--- src/rtl/scs8hd_clkgate_pkg.sv ---
// Shared types for the gated-clock branch sequencer: FSM state encoding and debug width.
package scs8hd_clkgate_pkg;

    localparam int STATE_W = 2;

    typedef enum logic [STATE_W-1:0] {
        ST_OFF  = 2'd0,
        ST_WAKE = 2'd1,
        ST_ON   = 2'd2,
        ST_HOLD = 2'd3
    } state_e;

endpackage

--- src/rtl/scs8hd_clkgate_cnt.sv ---
// Down-counter shared by the wake-settle and hold-off windows; saturates at zero.
module scs8hd_clkgate_cnt #(
    parameter int CW = 4
) (
    input  logic          clk_i,
    input  logic          rst_ni,
    input  logic          load_i,
    input  logic [CW-1:0] loadVal_i,
    input  logic          dec_i,
    output logic          zero_o
);

    logic [CW-1:0] count_q;
    logic [CW-1:0] count_d;

    // Load wins over decrement; decrement stops at zero so the count never wraps.
    always_comb begin
        count_d = count_q;
        if (load_i) begin
            count_d = loadVal_i;
        end else if (dec_i && (count_q != '0)) begin
            count_d = count_q - 1'b1;
        end
    end

    always_ff @(posedge clk_i or negedge rst_ni) begin
        if (!rst_ni) begin
            count_q <= '0;
        end else begin
            count_q <= count_d;
        end
    end

    assign zero_o = (count_q == '0);

endmodule

--- src/rtl/scs8hd_clkgate_ctrl.sv ---
// Sequencer for one gated clock branch: shares the gate between requesters, waits for the
// gated clock to settle before granting, and holds it on through a hysteresis window.
module scs8hd_clkgate_ctrl
    import scs8hd_clkgate_pkg::*;
#(
    parameter int NREQ     = 4,
    parameter int WAKE_CYC = 2,
    parameter int HOLD_CYC = 8,
    parameter int CW       = 4
) (
    input  logic               CLK,
    input  logic               RESETB,
    input  logic [NREQ-1:0]    REQ,
    input  logic               SCE,
    output logic               GCE,
    output logic [NREQ-1:0]    ACK,
    output logic               BUSY,
    output logic [STATE_W-1:0] STATE
);

    state_e          state_q, state_d;
    logic            gce_q, gce_d;
    logic [NREQ-1:0] ack_q, ack_d;

    logic            anyReq;
    logic            cntLoad;
    logic [CW-1:0]   cntLoadVal;
    logic            cntDec;
    logic            cntZero;

    assign anyReq = |REQ;

    scs8hd_clkgate_cnt #(
        .CW(CW)
    ) u_cnt (
        .clk_i    (CLK),
        .rst_ni   (RESETB),
        .load_i   (cntLoad),
        .loadVal_i(cntLoadVal),
        .dec_i    (cntDec),
        .zero_o   (cntZero)
    );

    // A request seen while HOLD is still counting (even on its last count) returns to ON,
    // so the gate never drops under an active requester.
    always_comb begin
        state_d    = state_q;
        gce_d      = 1'b0;
        ack_d      = '0;
        cntLoad    = 1'b0;
        cntLoadVal = '0;
        cntDec     = 1'b0;
        case (state_q)
            ST_OFF: begin
                if (anyReq) begin
                    state_d    = ST_WAKE;
                    gce_d      = 1'b1;
                    cntLoad    = 1'b1;
                    cntLoadVal = CW'(WAKE_CYC - 1);
                end
            end
            ST_WAKE: begin
                gce_d = 1'b1;
                if (cntZero) begin
                    state_d = ST_ON;
                end else begin
                    cntDec = 1'b1;
                end
            end
            ST_ON: begin
                gce_d = 1'b1;
                ack_d = REQ;
                if (!anyReq) begin
                    state_d    = ST_HOLD;
                    cntLoad    = 1'b1;
                    cntLoadVal = CW'(HOLD_CYC - 1);
                end
            end
            ST_HOLD: begin
                gce_d = 1'b1;
                if (anyReq) begin
                    state_d = ST_ON;
                end else if (cntZero) begin
                    state_d = ST_OFF;
                    gce_d   = 1'b0;
                end else begin
                    cntDec = 1'b1;
                end
            end
            default: begin
                state_d = ST_OFF;
            end
        endcase
    end

    always_ff @(posedge CLK or negedge RESETB) begin
        if (!RESETB) begin
            state_q <= ST_OFF;
            gce_q   <= 1'b0;
            ack_q   <= '0;
        end else begin
            state_q <= state_d;
            gce_q   <= gce_d;
            ack_q   <= ack_d;
        end
    end

    // Scan override is the only combinational path to the gate enable.
    assign GCE   = gce_q | SCE;
    assign ACK   = ack_q;
    assign BUSY  = (state_q != ST_OFF);
    assign STATE = state_q;

endmodule

--- config.mk ---
export PLATFORM = sky130hd
export DESIGN_NAME = scs8hd_clkgate_ctrl
export DESIGN_NICKNAME = d
export VERILOG_FILES = /design/src/rtl/scs8hd_clkgate_pkg.sv /design/src/rtl/scs8hd_clkgate_cnt.sv /design/src/rtl/scs8hd_clkgate_ctrl.sv
export SDC_FILE = /design/constraint.sdc
export NUM_CORES = 1
export LEC_CHECK = 0
export ABC_AREA = 1
export BUFFER_PORTS_ARGS = -buffer_cell sky130_fd_sc_hd__clkbuf_2
export CORE_MARGIN = 1
export CORE_UTILIZATION = 46
export CTS_CLUSTER_SIZE = 20
export DETAILED_ROUTE_END_ITERATION = 10
export GPL_TIMING_DRIVEN = 1
export HOLD_SLACK_MARGIN = 0.03
export PLACE_DENSITY = 0.72
export SKIP_CTS_REPAIR_TIMING = 1
export SYNTH_ARGS = -nofsm -noshare
export SYNTH_HDL_FRONTEND = slang
export SYNTH_SLANG_ARGS = --single-unit
--- constraint.sdc ---
create_clock -name CLK -period 1.35 [get_ports CLK]
set_clock_uncertainty 0.05 [all_clocks]
set_input_delay 0.2025 -clock CLK [delete_from_list [all_inputs] [get_ports CLK]]
set_output_delay 0.2025 -clock CLK [all_outputs]
set_load 0.02 [all_outputs]
==> flow_metrics.env, run 1 <==
export IMPL_path_buf_inv=3
export IMPL_grt_total_usage_pct=19.8
export IMPL_avgSynthCellArea_um2=8.05
export IMPL_drive_gt1_share_pct=48.6
export IMPL_final_nets=124
export IMPL_ff2ff_setup_slack_ns=0.01
export IMPL_dieArea_um2=1680
export IMPL_fin_setup_tns_ns=-0.0485
export IMPL_fin_crit_sh_pct=104
export IMPL_ys_seq_area_share_pct=39.3
export IMPL_combPwrFrac_pct=63.0
export IMPL_crit_family="flip-flops"
export IMPL_ys_ff_latch=11
export IMPL_intPower_mw=1.14
export IMPL_cts_buffers_inserted=3
export IMPL_synth_mux_area_share_pct=0
export IMPL_synth_distinct_cells=18
export IMPL_crit_type="flip-flop to primary output"
export IMPL_start_util_pct=51.3
export IMPL_root_buffer="clkbuf_4"
export IMPL_first_iter_violations=9
export IMPL_synthesis_area_um2=701
export IMPL_fin_ws_ns=-0.0485
export IMPL_max_stage_delay_ns=0.46
export IMPL_die_w_um=41.0
export IMPL_r2r_end="u_cnt.count_q[1]"
export IMPL_layout_common_cells="27 x nand2_1, 13 x clkbuf_2, 8 x dfrtp_1"
export IMPL_cts_sinks=11
export IMPL_finalHoldWorstSlack_ns=0.116
export IMPL_syn_to_final_growth_pct=33.0
export IMPL_synthArstFlopShare_pct=100
export IMPL_htree_levels=1
export IMPL_hpwl_mm=1.02
export IMPL_switching_share_pct=47.2
export IMPL_min_period_ns=1.40
export IMPL_fp_dieH_um=41.0
export IMPL_ys_flop_type="dfrtp_1"
export IMPL_synth_adder_area_share_pct=8.93
export IMPL_worst_path_most_repeated_cell="inv_4"
export IMPL_cts_buffer_depth=2
export IMPL_core_area_um2=1370
export IMPL_tightest_slew_ns=0.297
export IMPL_cp_end_kind="primary output"
export IMPL_r2r_cells=8
export IMPL_grt_antenna_before_repair=0
export IMPL_antenna_left=0
export IMPL_diodes=0
export IMPL_num_io_pins=15
export IMPL_seqCellArea_um2=279
export IMPL_multi_input_area_um2=427
export IMPL_drv_cap=0
export IMPL_violations="negative setup slack"
export IMPL_status="finished, violations left"
export IMPL_hold_depth=3
export IMPL_synth_top_family_by_area="simple AND/OR/NAND/NOR gates"
export IMPL_cp_arrival_ns=1.15
export IMPL_io_buffer_count=14
export IMPL_via_per_inst=4.82
export IMPL_rsz0062_at_grt="true"
export IMPL_vdd_drop_max_v=0.00130
export IMPL_yosys_area_share_simple_pct=37.3
export IMPL_via_count=607
export IMPL_netlist_instances=87
export IMPL_hold_viol=0
export IMPL_fmax_mhz=715
export IMPL_final_common_cell="nand2_1"
export IMPL_power_density_nw_per_um2=2310
export IMPL_hold_start="REQ[0]"
export IMPL_yosys_warnings=0
export IMPL_drc_errors=0
export IMPL_synth_compound_area_share_pct=4.46
export IMPL_critPathLaunchType="flip-flop"
export IMPL_setup_violations=1
export IMPL_path_clk_slew_ns=0.07
export IMPL_fillCellCount=121
export IMPL_power_leakage_nw=0.519
export IMPL_r2r_start="u_cnt.count_q[2]"
export IMPL_synth_edff_count=0
export IMPL_worstPathRequired_ns=1.10
export IMPL_crit_chain="inv_4 > ha_4 > inv_4 > buf_6"
export IMPL_rows=13
export IMPL_gp_congestion=0.789
export IMPL_clock_latency_ns=0.27
export IMPL_hold_path_class="input pin to flip-flop"
export IMPL_p_switching_mw=1.02
export IMPL_grt_pass1_wl_mm=2.10
export IMPL_grt_pass1_vias=498
export IMPL_clkPwrFrac_pct=10.7
export IMPL_grt_ovfl_total=0
export IMPL_syn_nets=99
export IMPL_drt_first_pass_iters=5
export IMPL_min_to="ACK[0]"
export IMPL_cts_tree="done"
export IMPL_wl_mm=1.46
export IMPL_max_slew_margin_rel_pct=80.2
export IMPL_crit_slowest_cell="dfrtp_2"
export IMPL_crit_fanout=6
export IMPL_synthXorXnorAreaFrac_pct=2.50
export IMPL_maxSlewViolCount=0
export IMPL_wire_per_inst_um=11.6
export IMPL_p_seq_share_pct=26.3
export IMPL_grt_max_degree=12
==> how the worst max path moves through the flow <==
| stage | from | endpoint | slack, ns | cells past startpoint |
|---|---|---|---|---|
| global route | STATE[1] | BUSY | -0.1 | 4 |
| detailed placement | u_cnt.count_q[0] | STATE[1] | -0.01 | 9 |
| finish | STATE[1] | BUSY | -0.05 | 4 |
| CTS | STATE[0] | BUSY | -0.13 | 4 |
| global placement | u_cnt.count_q[0] | u_cnt.count_q[0] | 0.002 | 9 |
| floorplan | STATE[0] | u_cnt.count_q[3] | 0.008 | 7 |
==> worst min-delay path, cell delays in order <==
cell      delay (ns)
clkbuf_2        0.11
nand2_1         0.07
inv_1           0.03
==> stage by stage <==
stage | total power, mW | cell area, µm² | instances | util, % | setup slack [ns]
after global placement | 1.68 | 823 | 119 | 60.3 | 0.00163
final | 2.16 | 932 | 126 | 68.2 | -0.0485
after detailed placement | 1.71 | 823 | 119 | 60.3 | -0.0123
after CTS | 1.94 | 850 | 123 | 62.2 | -0.128
after floorplan | 1.41 | 712 | 87 | - | 0.00789
after global routing | 2.35 | 932 | 126 | 68.2 | -0.0994
==> synthesized netlist by cell type (2+ instances only) <==
cell type | count | area, µm²
nand2_1 | 29 | 109
inv_2 | 2 | 7.51
nor2_4 | 3 | 33.8
dfrtp_1 | 11 | 275
nand3_1 | 6 | 30.0
o21ai_1 | 2 | 10.0
nor2_1 | 2 | 7.51
inv_1 | 12 | 45.0
nand2_2 | 6 | 37.5
xnor2_1 | 2 | 17.5
ha_1 | 5 | 62.6
==> kinds of logic (layout without fill, tap and decap cells) <==
logic type | count (synthesis) | count (layout)
and+or+nand+nor | 50 | 50
AOI/OAI and AO/OA | 5 | 5
buffers and inverters | 14 | 38
DFF | 11 | 11
adders and majority gates | 5 | 5
xor gates and xnor gates | 2 | 2
==> flip-flops by register name (all words and copies together), names as in the netlist <==
| register | cells |
|---|---|
| ACK | 4 |
| u_cnt.count_q | 4 |
| STATE | 2 |
| gce_q | 1 |
==> cell type report <==
| cell class | instances | share of cell area [%] |
|---|---|---|
| multi-input combinational | 62 | 45.8 |
| sequential | 11 | 29.9 |
| tap | 15 | 2.01 |
| clock buffer | 4 | 2.82 |
| timing repair buffer | 20 | 13.3 |
| inverter | 14 | 6.17 |
==> power groups by stage <==
stage / sequential (mW) / clock [mW] / combinational (mW)
after global placement: 0.553 / 0 / 1.13
after detailed placement: 0.561 / 0 / 1.15
after CTS: 0.554 / 0.231 / 1.15
after floorplan: 0.609 / 0 / 0.802
final: 0.568 / 0.230 / 1.36
after global routing: 0.583 / 0.250 / 1.52
==> metal layers <==
layer  GRT usage, %  wire [µm]  up-vias
met3           4.89         47        5
met1           25.2        687      269
met2           30.5        691       16
met5              0          0        -
met4           10.0         30        0
li1               -          -      317
No activity file was read; power rests on OpenSTA's default activity.
==> run 2: changes to the inputs <==
--- a/config.mk
+++ b/config.mk
@@ -7,13 +7,13 @@
 export LEC_CHECK = 0
 export ABC_AREA = 1
 export BUFFER_PORTS_ARGS = -buffer_cell sky130_fd_sc_hd__clkbuf_2
-export CORE_MARGIN = 1
 export CORE_UTILIZATION = 46
 export CTS_CLUSTER_SIZE = 20
 export DETAILED_ROUTE_END_ITERATION = 10
 export GPL_TIMING_DRIVEN = 1
 export HOLD_SLACK_MARGIN = 0.03
 export PLACE_DENSITY = 0.72
+export SETUP_SLACK_MARGIN = 0.5
 export SKIP_CTS_REPAIR_TIMING = 1
 export SYNTH_ARGS = -nofsm -noshare
 export SYNTH_HDL_FRONTEND = slang
==> run 2 against run 1 <==
  * The flow still finishes with violations (negative setup slack)
  * Core utilization is 9.4 points higher
  * Cell count is 3.2% higher
  * Register-to-register slack worse by 0.06 ns
  * Clock-buffer cell count stayed put
  * Clock power hardly changed
  * Largest cell class unchanged
==> flow_metrics.env, run 2 (same netlist as run 1, synthesis figures left out) <==
export IMPL_via_per_inst=4.58
export IMPL_crit_type="flip-flop to primary output"
export IMPL_drc_errors=0
export IMPL_fin_setup_tns_ns=-0.162
export IMPL_via_count=596
export IMPL_num_io_pins=15
export IMPL_hold_depth=3
export IMPL_fin_ws_ns=-0.0819
export IMPL_crit_slowest_cell="dfrtp_2"
export IMPL_min_to="ACK[3]"
export IMPL_drv_cap=0
export IMPL_wire_per_inst_um=11.7
export IMPL_die_w_um=41.0
export IMPL_gp_congestion=0.752
export IMPL_grt_max_degree=12
export IMPL_power_density_nw_per_um2=2320
export IMPL_max_slew_margin_rel_pct=80.5
export IMPL_grt_pass1_vias=527
export IMPL_fillCellCount=91
export IMPL_r2r_cells=8
export IMPL_layout_common_cells="27 x nand2_1, 10 x buf_4, 9 x dfrtp_1"
export IMPL_grt_ovfl_total=0
export IMPL_vdd_drop_max_v=0.00167
export IMPL_cts_tree="done"
export IMPL_finalHoldWorstSlack_ns=0.115
export IMPL_min_period_ns=1.43
export IMPL_violations="negative setup slack"
export IMPL_crit_chain="inv_4 > ha_4 > inv_4 > buf_6"
export IMPL_root_buffer="clkbuf_4"
export IMPL_tightest_slew_ns=0.292
export IMPL_design_area_um2=1060
export IMPL_fin_crit_sh_pct=106
export IMPL_cts_buffers_inserted=3
export IMPL_drive_gt1_share_pct=52.2
export IMPL_clock_latency_ns=0.27
export IMPL_hold_start="REQ[3]"
export IMPL_worstPathRequired_ns=1.10
export IMPL_antenna_left=0
export IMPL_worst_path_most_repeated_cell="inv_4"
export IMPL_diodes=0
export IMPL_wl_mm=1.53
export IMPL_status="finished, violations left"
export IMPL_syn_to_final_growth_pct=51.4
export IMPL_dieArea_um2=1680
export IMPL_fmax_mhz=698
export IMPL_power_leakage_nw=0.557
export IMPL_start_util_pct=51.3
export IMPL_first_iter_violations=3
export IMPL_crit_family="flip-flops"
export IMPL_crit_fanout=6
export IMPL_core_area_um2=1370
export IMPL_grt_pass1_wl_mm=2.14
export IMPL_io_buffer_count=14
export IMPL_critPathLaunchType="flip-flop"
export IMPL_r2r_end="u_cnt.count_q[1]"
export IMPL_ff2ff_setup_slack_ns=-0.05
export IMPL_max_stage_delay_ns=0.49
export IMPL_hpwl_mm=1.08
export IMPL_drt_first_pass_iters=2
export IMPL_setup_violations=5
export IMPL_place_ws_ns=-0.0553
export IMPL_path_clk_slew_ns=0.07
export IMPL_cp_arrival_ns=1.18
export IMPL_grt_antenna_before_repair=0
export IMPL_hold_path_class="input pin to flip-flop"
export IMPL_final_nets=128
export IMPL_path_buf_inv=3
export IMPL_fp_dieH_um=41.0
export IMPL_htree_levels=1
export IMPL_hold_viol=0
export IMPL_cts_sinks=11
export IMPL_dpl_instance_area_um2=888
export IMPL_cp_end_kind="primary output"
export IMPL_rsz0062_at_grt="true"
export IMPL_cts_buffer_depth=2
export IMPL_final_common_cell="nand2_1"
export IMPL_maxSlewViolCount=0
export IMPL_rows=13
export IMPL_r2r_start="STATE[1]"
export IMPL_grt_total_usage_pct=20.2
-- run 2: cell types whose count changed in the layout (fill, tap and decap cells not counted), moves of 2 or more --
cell,before,now
clkbuf_2,13,6
ha_4,2,5
inv_4,2,5
buf_6,1,6
inv_2,5,3
ha_2,2,0
buf_4,5,10
-- run 2: worst register-to-register path, stage by stage, from the launching register on --
cell     delay (ns)
dfrtp_2        0.48
buf_4          0.17
ha_4           0.18
nand3_4        0.07
nand2_2        0.07
inv_4          0.08
nand2_2        0.06
nand2_1        0.07
nand2_1        0.05
-- run 2: how the worst max path moves through the flow --
| stage | from | endpoint | slack, ns | depth (start not counted) |
|---|---|---|---|---|
| floorplan | u_cnt.count_q[0] | STATE[1] | 0.06 | 9 |
| finish | STATE[0] | BUSY | -0.08 | 4 |
| CTS | STATE[0] | BUSY | -0.13 | 4 |
| global route | STATE[0] | BUSY | -0.13 | 4 |
| global placement | u_cnt.count_q[1] | u_cnt.count_q[1] | -0.004 | 9 |
| detailed placement | u_cnt.count_q[1] | u_cnt.count_q[1] | -0.06 | 9 |
-- run 2: final cells by class --
type | count | area, µm² | area share, %
sequential | 11 | 278 | 26.2
clock buffer | 4 | 26.3 | 2.48
multi-input combinational | 62 | 485 | 45.8
tap | 15 | 18.8 | 1.77
inverter | 14 | 65.1 | 6.13
timing repair buffer | 24 | 188 | 17.7
-- run 2: metrics by stage --
step	power, mW	instances	utilization [%]
after floorplan	1.54	87	-
after global placement	1.83	119	65.0
after detailed placement	1.85	119	65.0
after CTS	2.10	123	66.9
after global routing	2.66	130	77.7
final	2.46	130	77.7
-- run 2: metal layers --
metal  vias to the layer above  part of all wire (%)  track usage [%]
met3                         2                   2.9             3.26
met1                       263                    44             22.5
met5                         -                     0                0
met4                         0                  0.85             10.0
met2                        14                    52             36.3
li1                        317                     -                -
-- run 2: power breakdown --
part	internal (mW)	switching (mW)
combinational	0.764	0.880
sequential	0.454	0.134
clock	0.114	0.116
total	1.33	1.13
==> run 3: changes to the inputs <==
--- a/config.mk
+++ b/config.mk
@@ -7,12 +7,11 @@
 export LEC_CHECK = 0
 export ABC_AREA = 1
 export BUFFER_PORTS_ARGS = -buffer_cell sky130_fd_sc_hd__clkbuf_2
-export CORE_UTILIZATION = 46
+export CORE_UTILIZATION = 40
 export CTS_CLUSTER_SIZE = 20
 export DETAILED_ROUTE_END_ITERATION = 10
 export GPL_TIMING_DRIVEN = 1
 export HOLD_SLACK_MARGIN = 0.03
-export PLACE_DENSITY = 0.72
 export SETUP_SLACK_MARGIN = 0.5
 export SKIP_CTS_REPAIR_TIMING = 1
 export SYNTH_ARGS = -nofsm -noshare
==> run 3 against run 2 <==
  * The run still ends with negative setup slack left
  * Sequential cell count unchanged
  * Critical path depth unchanged
  * Routed wire length grew 6.4%
  * Sequential power down 2%
  * Non-clock buffer count grew 1
  * Register-to-register slack improved by 0.03 ns
  * Highest routed layer unchanged
  * Via count up 9.4%
  * First-iteration DRC count grew to 4.7 times the previous value
  * Core utilization down 8.9 points
  * Cell count increased by 1.5%
  * Critical endpoint unchanged
  * Worst setup slack got worse by 0.0061 ns
  * Total power increased by 4.5%
==> flow_metrics.env, run 3 (same netlist as run 1, synthesis figures left out) <==
export IMPL_status="finished, violations left"
export IMPL_violations="negative setup slack"
export IMPL_fin_ws_ns=-0.0879
export IMPL_antenna_left=0
export IMPL_combPwrFrac_pct=68.2
export IMPL_final_common_cell="nand2_1"
export IMPL_layout_common_cells="27 x nand2_1, 10 x buf_4, 9 x dfrtp_1"
export IMPL_intPower_mw=1.37
export IMPL_start_util_pct=44.4
export IMPL_maxSlewViolCount=0
export IMPL_fp_dieH_um=43.9
export IMPL_diodes=0
export IMPL_grt_antenna_before_repair=0
export IMPL_path_clk_slew_ns=0.09
export IMPL_clkPwrFrac_pct=9.4
export IMPL_p_switching_mw=1.21
export IMPL_root_buffer="clkbuf_4"
export IMPL_crit_fanout=4
export IMPL_crit_type="flip-flop to primary output"
export IMPL_htree_levels=1
export IMPL_rsz0062_at_grt="true"
export IMPL_cp_arrival_ns=1.19
export IMPL_critPathLaunchType="flip-flop"
export IMPL_grt_total_usage_pct=17.5
export IMPL_p_seq_share_pct=22.3
export IMPL_io_buffer_count=14
export IMPL_fmax_mhz=695
export IMPL_drt_first_pass_iters=6
export IMPL_hold_path_class="input pin to flip-flop"
export IMPL_grt_max_degree=12
export IMPL_worst_path_most_repeated_cell="inv_4"
export IMPL_grt_pass1_vias=564
export IMPL_fin_setup_tns_ns=-0.178
export IMPL_max_slew_margin_rel_pct=80.5
export IMPL_crit_family="flip-flops"
export IMPL_cts_tree="done"
export IMPL_hpwl_mm=1.14
export IMPL_fin_crit_sh_pct=107
export IMPL_grt_pass1_wl_mm=2.39
export IMPL_max_stage_delay_ns=0.48
export IMPL_cts_buffer_depth=2
export IMPL_wl_mm=1.62
export IMPL_vdd_drop_max_v=0.00122
export IMPL_wire_per_inst_um=12.3
export IMPL_drive_gt1_share_pct=54.3
export IMPL_via_per_inst=4.94
export IMPL_min_period_ns=1.44
export IMPL_crit_slowest_cell="dfrtp_2"
export IMPL_cts_buffers_inserted=3
export IMPL_final_util_pct=68.7
export IMPL_power_leakage_nw=0.565
export IMPL_rows=14
export IMPL_finalHoldWorstSlack_ns=0.113
export IMPL_dieArea_um2=1920
export IMPL_hold_viol=0
export IMPL_final_nets=129
export IMPL_syn_to_final_growth_pct=54.6
export IMPL_tightest_slew_ns=0.292
export IMPL_die_w_um=43.9
export IMPL_gp_congestion=0.836
export IMPL_cp_end_kind="primary output"
export IMPL_worstPathRequired_ns=1.10
export IMPL_num_io_pins=15
export IMPL_first_iter_violations=14
export IMPL_place_ws_ns=-0.0219
export IMPL_drc_errors=0
export IMPL_grt_ovfl_total=0
export IMPL_path_buf_inv=3
export IMPL_clock_latency_ns=0.28
export IMPL_core_area_um2=1580
export IMPL_cts_sinks=11
export IMPL_switching_share_pct=46.9
export IMPL_power_density_nw_per_um2=2370
export IMPL_setup_violations=4
export IMPL_drv_cap=0
export IMPL_via_count=652
export IMPL_crit_chain="inv_4 > ha_4 > inv_4 > buf_6"
run 3: through the flow:
stage / instance area [µm²] / cells / power (mW)
CTS: 923 / 125 / 2.15
global placement: 897 / 121 / 1.89
finish: 1080 / 132 / 2.57
detailed placement: 897 / 121 / 1.90
floorplan: 777 / 87 / 1.54
global route: 1080 / 132 / 2.74
run 3: per-layer routing:
layer	wire length (µm)	vias up	GRT usage, %	share of wire, %
met2	760	26	26.9	47
li1	-	321	-	-
met1	743	300	23.0	46
met4	34	0	10.9	2.1
met5	0	-	0	0
met3	84	5	2.50	5.2
run 3: power groups by stage:
stage	Combinational [mW]	Clock (mW)	Sequential, mW
floorplan	0.891	0	0.648
global placement	1.31	0	0.581
detailed placement	1.32	0	0.581
CTS	1.33	0.248	0.577
global route	1.91	0.250	0.585
finish	1.75	0.243	0.575
run 3: layout make-up:
type                    instances  area, µm²
clock buffers                   4       26.3
fillers                       120        493
inverters                      14       67.6
multi-input cells              62        493
flip-flops and latches         11        278
well taps                      16       20.0
repair buffers                 25        199
run 3: tightest hold or removal path: cells and delay by family:
family | cells | cell delay, ns
buffers and inverters | 2 | 0.14
AND/OR/NAND/NOR | 1 | 0.06
run 3: path summary, 6_finish.rpt:
check                                  from                to  slack [ns]  depth (start not counted)
setup / recovery                   STATE[0]              BUSY       -0.09                          4
hold / removal                       REQ[3]            ACK[3]        0.11                          3
setup reg to reg                   STATE[1]  u_cnt.count_q[2]       -0.02                          7
max in group asynchronous            RESETB          STATE[1]        0.70                          2
min in group asynchronous            RESETB             gce_q        0.29                          2
hold reg to reg            u_cnt.count_q[1]  u_cnt.count_q[1]        0.50                          2
